## src/rtl/dff_ram_arbiter_if.sv

```systemverilog
// Requester-side bundle for dff_ram_arbiter: two command ports plus the shared read-response bus.
// The master modport is used by the requesters and the slave modport by the arbiter.
interface dff_ram_arbiter_if #(
    parameter int ADDR_W = 2,
    parameter int DATA_W = 72
);
    logic              r0_valid;
    logic              r0_ready;
    logic              r0_wr;
    logic [ADDR_W-1:0] r0_addr;
    logic [DATA_W-1:0] r0_wdata;
    logic              r1_valid;
    logic              r1_ready;
    logic              r1_wr;
    logic [ADDR_W-1:0] r1_addr;
    logic [DATA_W-1:0] r1_wdata;
    logic              rsp0_valid;
    logic              rsp1_valid;
    logic [DATA_W-1:0] rsp_data;

    modport master (
        output r0_valid, r0_wr, r0_addr, r0_wdata,
        output r1_valid, r1_wr, r1_addr, r1_wdata,
        input  r0_ready, r1_ready, rsp0_valid, rsp1_valid, rsp_data
    );

    modport slave (
        input  r0_valid, r0_wr, r0_addr, r0_wdata,
        input  r1_valid, r1_wr, r1_addr, r1_wdata,
        output r0_ready, r1_ready, rsp0_valid, rsp1_valid, rsp_data
    );
endinterface

```

## src/rtl/dff_ram_arbiter.sv

```systemverilog
// Two-port arbiter in front of a registered DFF RAM; read data returns to its issuer at latency 2.
// Define DFF_RAM_ARB_FIXED_PRIO_EN for fixed port-0 priority instead of round-robin.
module dff_ram_arbiter #(
    parameter int ADDR_W = 2,
    parameter int DATA_W = 72
) (
    input  logic              clk,
    input  logic              rst,
    dff_ram_arbiter_if.slave  bus,
    output logic              ram_enb_o,
    output logic              ram_wr_o,
    output logic [ADDR_W-1:0] ram_addr_o,
    output logic [DATA_W-1:0] ram_data_o,
    input  logic [DATA_W-1:0] ram_rdata_i
);
    logic              grant0;
    logic              grant1;
    logic              ram_enb_q, ram_enb_d;
    logic              ram_wr_q, ram_wr_d;
    logic [ADDR_W-1:0] ram_addr_q, ram_addr_d;
    logic [DATA_W-1:0] ram_data_q, ram_data_d;
    logic              tag_vld_p1_q, tag_vld_p1_d;
    logic              tag_port_p1_q, tag_port_p1_d;
    logic              rsp0_vld_p2_q, rsp0_vld_p2_d;
    logic              rsp1_vld_p2_q, rsp1_vld_p2_d;
`ifndef DFF_RAM_ARB_FIXED_PRIO_EN
    logic              ptr_q, ptr_d;
`endif

    // Stage p0: combinational grant; ptr_q names the port that wins a conflict.
    always_comb begin
        grant0 = 1'b0;
        grant1 = 1'b0;
        if (!rst) begin
`ifdef DFF_RAM_ARB_FIXED_PRIO_EN
            grant0 = bus.r0_valid;
            grant1 = bus.r1_valid && !bus.r0_valid;
`else
            grant0 = bus.r0_valid && (!bus.r1_valid || !ptr_q);
            grant1 = bus.r1_valid && (!bus.r0_valid || ptr_q);
`endif
        end
    end

    assign bus.r0_ready = grant0;
    assign bus.r1_ready = grant1;

    always_comb begin
        ram_enb_d     = grant0 || grant1;
        ram_wr_d      = ram_wr_q;
        ram_addr_d    = ram_addr_q;
        ram_data_d    = ram_data_q;
        tag_vld_p1_d  = 1'b0;
        tag_port_p1_d = grant1;
        if (grant0) begin
            ram_wr_d     = bus.r0_wr;
            ram_addr_d   = bus.r0_addr;
            ram_data_d   = bus.r0_wdata;
            tag_vld_p1_d = !bus.r0_wr;
        end else if (grant1) begin
            ram_wr_d     = bus.r1_wr;
            ram_addr_d   = bus.r1_addr;
            ram_data_d   = bus.r1_wdata;
            tag_vld_p1_d = !bus.r1_wr;
        end
        // Stage p1 -> p2: the tag moves alongside the RAM's own read register.
        rsp0_vld_p2_d = tag_vld_p1_q && !tag_port_p1_q;
        rsp1_vld_p2_d = tag_vld_p1_q && tag_port_p1_q;
    end

`ifndef DFF_RAM_ARB_FIXED_PRIO_EN
    always_comb begin
        ptr_d = ptr_q;
        if (grant0) begin
            ptr_d = 1'b1;
        end else if (grant1) begin
            ptr_d = 1'b0;
        end
    end

    always_ff @(posedge clk) begin
        if (rst) begin
            ptr_q <= 1'b0;
        end else begin
            ptr_q <= ptr_d;
        end
    end
`endif

    always_ff @(posedge clk) begin
        if (rst) begin
            ram_enb_q     <= 1'b0;
            ram_wr_q      <= 1'b0;
            ram_addr_q    <= '0;
            ram_data_q    <= '0;
            tag_vld_p1_q  <= 1'b0;
            tag_port_p1_q <= 1'b0;
            rsp0_vld_p2_q <= 1'b0;
            rsp1_vld_p2_q <= 1'b0;
        end else begin
            ram_enb_q     <= ram_enb_d;
            ram_wr_q      <= ram_wr_d;
            ram_addr_q    <= ram_addr_d;
            ram_data_q    <= ram_data_d;
            tag_vld_p1_q  <= tag_vld_p1_d;
            tag_port_p1_q <= tag_port_p1_d;
            rsp0_vld_p2_q <= rsp0_vld_p2_d;
            rsp1_vld_p2_q <= rsp1_vld_p2_d;
        end
    end

    assign ram_enb_o      = ram_enb_q;
    assign ram_wr_o       = ram_wr_q;
    assign ram_addr_o     = ram_addr_q;
    assign ram_data_o     = ram_data_q;
    assign bus.rsp0_valid = rsp0_vld_p2_q;
    assign bus.rsp1_valid = rsp1_vld_p2_q;
    assign bus.rsp_data   = ram_rdata_i;
endmodule
```

## src/flat_wrapper.sv

```systemverilog
// flat-port wrapper written by rule: the top's interface ports become plain ports
module dff_ram_arbiter_flat 
#(
    parameter int ADDR_W = 2,
    parameter int DATA_W = 72
)
  (clk, rst, ram_enb_o, ram_wr_o, ram_addr_o, ram_data_o, ram_rdata_i, bus_r0_valid, bus_r0_wr, bus_r0_addr, bus_r0_wdata, bus_r1_valid, bus_r1_wr, bus_r1_addr, bus_r1_wdata, bus_r0_ready, bus_r1_ready, bus_rsp0_valid, bus_rsp1_valid, bus_rsp_data);
  dff_ram_arbiter_if #(.ADDR_W(ADDR_W), .DATA_W(DATA_W)) bus_i ();
  input  logic clk;
  input  logic rst;
  output logic ram_enb_o;
  output logic ram_wr_o;
  output logic [ADDR_W-1:0] ram_addr_o;
  output logic [DATA_W-1:0] ram_data_o;
  input  logic [DATA_W-1:0] ram_rdata_i;
  input wire logic [$bits(bus_i.r0_valid)-1:0] bus_r0_valid;
  input wire logic [$bits(bus_i.r0_wr)-1:0] bus_r0_wr;
  input wire logic [$bits(bus_i.r0_addr)-1:0] bus_r0_addr;
  input wire logic [$bits(bus_i.r0_wdata)-1:0] bus_r0_wdata;
  input wire logic [$bits(bus_i.r1_valid)-1:0] bus_r1_valid;
  input wire logic [$bits(bus_i.r1_wr)-1:0] bus_r1_wr;
  input wire logic [$bits(bus_i.r1_addr)-1:0] bus_r1_addr;
  input wire logic [$bits(bus_i.r1_wdata)-1:0] bus_r1_wdata;
  output wire logic [$bits(bus_i.r0_ready)-1:0] bus_r0_ready;
  output wire logic [$bits(bus_i.r1_ready)-1:0] bus_r1_ready;
  output wire logic [$bits(bus_i.rsp0_valid)-1:0] bus_rsp0_valid;
  output wire logic [$bits(bus_i.rsp1_valid)-1:0] bus_rsp1_valid;
  output wire logic [$bits(bus_i.rsp_data)-1:0] bus_rsp_data;
  assign bus_i.r0_valid = bus_r0_valid;
  assign bus_i.r0_wr = bus_r0_wr;
  assign bus_i.r0_addr = bus_r0_addr;
  assign bus_i.r0_wdata = bus_r0_wdata;
  assign bus_i.r1_valid = bus_r1_valid;
  assign bus_i.r1_wr = bus_r1_wr;
  assign bus_i.r1_addr = bus_r1_addr;
  assign bus_i.r1_wdata = bus_r1_wdata;
  assign bus_r0_ready = bus_i.r0_ready;
  assign bus_r1_ready = bus_i.r1_ready;
  assign bus_rsp0_valid = bus_i.rsp0_valid;
  assign bus_rsp1_valid = bus_i.rsp1_valid;
  assign bus_rsp_data = bus_i.rsp_data;
  dff_ram_arbiter #(.ADDR_W(ADDR_W), .DATA_W(DATA_W)) u_core (.clk(clk), .rst(rst), .bus(bus_i), .ram_enb_o(ram_enb_o), .ram_wr_o(ram_wr_o), .ram_addr_o(ram_addr_o), .ram_data_o(ram_data_o), .ram_rdata_i(ram_rdata_i));
endmodule
```

## config.mk

```make
export PLATFORM = sky130hd
export DESIGN_NAME = dff_ram_arbiter_flat
export DESIGN_NICKNAME = d
export VERILOG_FILES = /design/src/rtl/dff_ram_arbiter_if.sv /design/src/rtl/dff_ram_arbiter.sv /design/src/flat_wrapper.sv
export SDC_FILE = /design/constraint.sdc
export NUM_CORES = 1
export LEC_CHECK = 0
export CORE_AREA = 2 2 146 148
export CTS_CLUSTER_SIZE = 16
export DETAILED_ROUTE_END_ITERATION = 16
export DIE_AREA = 0 0 148 150
export PLACE_DENSITY = 0.59
export RECOVER_POWER = 50
export SETUP_SLACK_MARGIN = 0.15
export SYNTH_ARGS = -nofsm -noshare
export SYNTH_HDL_FRONTEND = slang
export SYNTH_SLANG_ARGS = --single-unit
```

## constraint.sdc

```tcl
create_clock -name clk -period 1.8 [get_ports clk]
set_input_delay 0.36 -clock clk [delete_from_list [all_inputs] [get_ports clk]]
set_output_delay 0.36 -clock clk [all_outputs]
set_load 0.02 [all_outputs]
```

==> flow_summary.ini, run 1 <==
[place]
pre_cts_slack_ns = -0.406
place.port_buffers = 233
gp_routability_congestion = 0.754
dp_hpwl_mm = 10.6
dpl_cell_area_um2 = 6370

[worst_hold_path]
hp-class = input port to register

[setup_path]
cp_top_family = buffers and inverters
cp-end-kind = register
required_ns = 2.04
arrival_ns = 1.91
worst_path_max_delay_cell = clkbuf_2
cp_num_buf_inv = 3
start_kind = input port
critPathKind = input port to register
crit_fanout = 45
max_stage_delay_ns = 0.76
crit_path_cell_trace = buf_2 > clkbuf_2 > a2111oi_0 > buf_4 > a221o_1

[routing]
drt-vias-per-instance = 4.72
drc = 0
antenna_left = 0
vias = 4116
wl_per_cell_um = 17.2
firstDrtPassIters = 4
drt-initial-drc-count = 204
drt-total-wl_mm = 15.0

[sta]
slew_headroom_pct = 35.3
max_freq_mhz = 599
fin_skew_ns = 0.0101
min_period_ns = 1.67
period_share_pct = 92.7
rsz0062_at_grt = true
setup_viol = 0
slew_viol_final = 0
setup_ws_ns = 0.131
tns_ns = 0
hold_ws_ns = 0.310
finalHoldViolations = 0
tightestPinTransition_ns = 0.971

[clock_tree]
postCtsHoldBufs = 0
cts_inserted_buffers = 9
cts_sinks = 81
clk_pin_slew_worst_paths_ns = 0.07
clk_latency_ns = 0.34
clock-root-buffer = clkbuf_16
cts_tree = done
htree_levels = 3
clock_path_buffers = 2

[synthesis]
synth_top_cell_by_area = dfxtp_1
ys_ff_latch = 81
synth-edff-count = 0
synth_area_um2 = 4180
netlist_instances = 443
yosysSeqAreaShare_pct = 38.8
ys_types = 22
yosysTopAreaCellShare_pct = 38.8
synth-main-ff-cell = dfxtp_1
yosys_warnings = 0
syn-num-nets = 669
yosysMostFrequentCell = dfxtp_1
synthArstFlopShare_pct = 0
ys_top_cells_by_area = dfxtp_1 39%, a221o_1 18%, a2111oi_0 16%, buf_4 13%, inv_1 6.7%
synth_common_cells = 81 x dfxtp_1, 75 x inv_1, 74 x a2111oi_0, 74 x a221o_1, 73 x buf_4
syn_area_per_cell_um2 = 9.43

[floorplan]
io-pin-count = 378
coreArea_um2 = 20700
start_util_pct = 20.2
die_w_um = 148
die-area_um2 = 22200
die_y_um = 150
core.rowCount = 53

[run]
drv_cap = 0

[run_status]
status = finished, final reports clean

[final_layout]
fillers = 2187
post-route-cell-area_um2 = 6610
final_nets = 817
drive_above_1_share_pct = 8.89
final_util_pct = 31.9
areaGrowthSynthToFinish_pct = 58.3

[grt]
grt.overflow.total = 0
track_usage_pct = 13.0
grt_max_degree = 46
grt_pass1_vias = 4016
grt_antenna_before_repair = 1
grt_pass1_wl_mm = 22.6

[power]
pwr_density_cell_nw_per_um2 = 809
leakage_nw = 2.81
ir_worst_vdd_v = 0.000297
==> timing repair <==
| item | 4_1_cts | 5_1_grt |
|---|---|---|
| gates resized for setup | 97 | 15 |
| pin swaps | 0 | 0 |
| setup buffers | 0 | 0 |
| endpoints found under the setup margin | 136 | 17 |
| gates cloned | 0 | 0 |
==> worst register-to-register path: cells and delay by family (launching register included) <==
| family | cells | cell delay [ns] |
|---|---|---|
| AO/OA/AOI/OAI | 3 | 0.71 |
| buffers and inverters | 2 | 0.43 |
| flip-flops | 1 | 0.39 |
==> stage by stage <==
step                      instances  total power [mW]
after CTS                       871              5.44
after global routing            871              5.61
after floorplan                 443              2.88
final                           872              5.35
after detailed placement        855              3.46
after global placement          855              3.47
==> cell families after synthesis <==
family	synth area share (%)
AND/OR/NAND/NOR	1.74
AO/OA/AOI/OAI	34.1
buffers and inverters	25.3
flip-flops	38.8
==> path summary, 6_finish.rpt <==
kind / start / end / slack, ns / cells after the start
setup / recovery: rst / u_core.ram_data_o[50] / 0.13 / 5
hold / removal: rst / u_core.tag_port_p1_q / 0.31 / 2
setup reg to reg: u_core.ptr_q / u_core.ram_data_o[8] / 0.22 / 5
hold reg to reg: u_core.tag_port_p1_q / u_core.bus.rsp0_valid / 0.41 / 1
==> flip-flops by register name (all words and copies together) (netlist names) <==
| signal | cells |
|---|---|
| u_core.ram_data_o | 72 |
| u_core.ram_addr_o | 2 |
| u_core.bus.rsp0_valid | 1 |
| u_core.bus.rsp1_valid | 1 |
| u_core.ptr_q | 1 |
| u_core.ram_enb_o | 1 |
| u_core.ram_wr_o | 1 |
| u_core.tag_port_p1_q | 1 |
| u_core.tag_vld_p1_q | 1 |
==> cells in the final DEF, fill, tap and decap left out <==
cell type | netlist | layout
clkbuf_1 | 33 | 6
o21ai_0 | 1 | 1
inv_1 | 75 | 75
clkinvlp_4 | 0 | 3
nor3_2 | 0 | 1
dfxtp_1 | 81 | 81
buf_6 | 3 | 1
a221o_1 | 74 | 74
nor3b_1 | 3 | 2
a2111oi_0 | 74 | 51
and2_2 | 0 | 1
a2111oi_1 | 0 | 20
clkdlybuf4s50_1 | 0 | 153
a21oi_4 | 0 | 1
o21a_1 | 1 | 1
nor2_1 | 1 | 1
nand3b_1 | 1 | 1
inv_6 | 0 | 1
clkbuf_2 | 0 | 1
buf_4 | 73 | 19
dlygate4sd2_1 | 0 | 72
buf_2 | 14 | 3
buf_12 | 0 | 6
and3b_1 | 1 | 1
nor2b_1 | 1 | 1
nor3b_2 | 0 | 1
a2111oi_2 | 0 | 3
or3_1 | 1 | 1
o211a_1 | 1 | 1
a21oi_1 | 1 | 1
nor2_4 | 0 | 1
bufinv_16 | 0 | 2
clkbuf_16 | 0 | 9
diode_2 | 0 | 1
==> per-layer routing <==
| layer | vias to the layer above | routed length, µm | GRT usage [%] |
|---|---|---|---|
| met2 | 189 | 7150 | 20.8 |
| li1 | 1912 | - | - |
| met5 | - | 0 | 0 |
| met1 | 1957 | 6150 | 15.6 |
| met4 | 0 | 537 | 6.38 |
| met3 | 58 | 1190 | 4.42 |
==> area by class of cell <==
cell class,instances,area (µm²),area share [%]
antenna,1,2.50,0.0379
clock buffer,10,229,3.46
clock inverter,6,91.3,1.38
inverter,75,282,4.26
multi-input combinational,164,1570,23.7
sequential,81,1620,24.5
tap,275,344,5.21
timing repair buffer,260,2470,37.4
==> where the power goes <==
part	internal, mW	total (mW)	switching [mW]
clock	1.22	2.03	0.806
sequential	1.96	2.05	0.0853
combinational	0.660	1.27	0.612
total	3.85	5.35	1.50
Note: power is estimated with default switching activity, not from simulation.
==> inputs of run 2 (changes only) <==
Settings changed: SLEW_MARGIN from default to 20.
Clock period 1.8 ns to 1.7 ns, I/O delays scaled along.
==> flow_summary.ini, run 2 (synthesis results as in run 1) <==
[routing]
drt-initial-drc-count = 186
drc = 0
drt-total-wl_mm = 15.4
vias = 4093
firstDrtPassIters = 4
wl_per_cell_um = 17.6
drt-vias-per-instance = 4.67
antenna_left = 0

[sta]
hold_ws_ns = 0.407
slew_headroom_pct = 68.9
finalHoldViolations = 0
setup_viol = 0
tns_ns = 0
slew_viol_final = 0
setup_ws_ns = 0.108
max_freq_mhz = 628
tightestPinTransition_ns = 0.454
fin_skew_ns = 0.00708
min_period_ns = 1.59
rsz0062_at_grt = true
period_share_pct = 93.7

[final_layout]
largest_reg_flops = 72
seqCellArea_um2 = 1630
num_antenna_cells = 0
final_cell_mix = 150 x clkdlybuf4s50_1, 80 x dfxtp_1, 79 x dlygate4sd2_1
final_nets = 822
post-route-cell-area_um2 = 6740
drive_above_1_share_pct = 11.1
fillers = 2171
areaGrowthSynthToFinish_pct = 61.3
mostFrequentLayoutCell = clkdlybuf4s50_1
multi_input_area_um2 = 1630

[place]
dpl_cell_area_um2 = 6420
dp_hpwl_mm = 10.9
place.port_buffers = 233
pre_cts_slack_ns = -0.495
gp_routability_congestion = 0.735

[floorplan]
start_util_pct = 20.2
die_y_um = 150
io-pin-count = 378
coreArea_um2 = 20700
die_w_um = 148
core.rowCount = 53
die-area_um2 = 22200

[clock_tree]
postCtsHoldBufs = 0
clock-root-buffer = clkbuf_16
cts_setup_buffers = 0
cts_inserted_buffers = 9
clock_path_buffers = 2
cts_sinks = 81
clk_latency_ns = 0.34
htree_levels = 3
clk_pin_slew_worst_paths_ns = 0.06
cts_tree = done

[power]
pwr-share-comb_pct = 25.2
swShare_pct = 28.4
pwr_density_cell_nw_per_um2 = 818
p_int_mw = 3.95
pwr-share-clk_pct = 35.4
ir_worst_vdd_v = 0.000378
leakage_nw = 2.89
seq_power_share_pct = 39.5
switchingPower_mw = 1.57

[grt]
grt.overflow.total = 0
grt_antenna_before_repair = 1
track_usage_pct = 13.1
grt_pass1_wl_mm = 22.7
grt_pass1_vias = 4076
grt_max_degree = 42

[setup_path]
cp-end-kind = register
worst_path_max_delay_cell = dlygate4sd2_1
crit_path_cell_trace = dlygate4sd2_1 > buf_4 > nor2_1 > buf_12 > buf_4 > a2111oi_0 > a221o_1
required_ns = 1.92
start_kind = input port
worst_path_most_repeated_cell = buf_4
max_stage_delay_ns = 0.30
arrival_ns = 1.81
critPathKind = input port to register
crit_fanout = 23

[worst_hold_path]
hp-class = register to register

[run]
drv_cap = 0

[run_status]
status = finished, final reports clean
[run 2: cell types whose count changed in the layout (fill, tap and decap cells not counted), moves of 2 or more]
cell / before / now
a2111oi_2: 3 / 10
buf_4: 19 / 24
clkdlybuf4s50_1: 153 / 150
a2111oi_0: 51 / 53
clkbuf_1: 6 / 3
a2111oi_1: 20 / 9
dlygate4sd2_1: 72 / 79
a2111oi_4: 0 / 2
clkinvlp_4: 3 / 1
clkinv_2: 0 / 2
[run 2: path summary, 6_finish.rpt]
kind | from | endpoint | slack (ns) | cells past startpoint
min | u_core.tag_port_p1_q | u_core.bus.rsp0_valid | 0.41 | 1
min reg2reg | u_core.tag_port_p1_q | u_core.bus.rsp0_valid | 0.41 | 1
max reg2reg | u_core.ptr_q | u_core.ram_data_o[1] | 0.16 | 6
max | bus_r1_valid | u_core.ram_data_o[64] | 0.11 | 7
[run 2: repair_timing]
action,in CTS,in global routing
endpoints found under the setup margin,155,34
resized for setup,96,30
endpoints found under the hold margin,0,0
cloned,0,1
[run 2: area by class of cell]
type / instances / share of cell area (%)
Tap cell: 275 / 5.11
Timing Repair Buffer: 265 / 38.1
Inverter: 75 / 4.18
Clock inverter: 5 / 0.836
Sequential cell: 81 / 24.1
Multi-Input combinational cell: 164 / 24.3
Clock buffer: 11 / 3.45
[run 2: power groups by stage]
stage,Clock [mW],Combinational [mW],Sequential (mW)
CTS,2.05,1.35,2.17
detailed placement,0,1.46,2.22
floorplan,0,0.635,2.42
finish,1.95,1.39,2.17
global route,2.11,1.48,2.20
global placement,0,1.46,2.22
[run 2: worst max-delay path, delay by kind of cell]
kind	cells	cell delay, ns
compound gates	2	0.36
buf+inv	4	0.82
simple gates	1	0.29
[run 2: metrics by stage]
stage	power (mW)	cells	utilization (%)
6_report	5.51	876	32.6
5_1_grt	5.79	876	32.6
4_1_cts	5.57	875	32.0
3_5_place_dp	3.68	859	31.0
3_3_place_gp	3.68	859	31.0
2_1_floorplan	3.05	443	-
[run 2: routing by layer]
metal / global-route usage (%) / wire length (µm)
met4: 4.95 / 359
met3: 3.90 / 1260
met1: 14.1 / 5820
met2: 24.2 / 7970
met5: 0 / 0
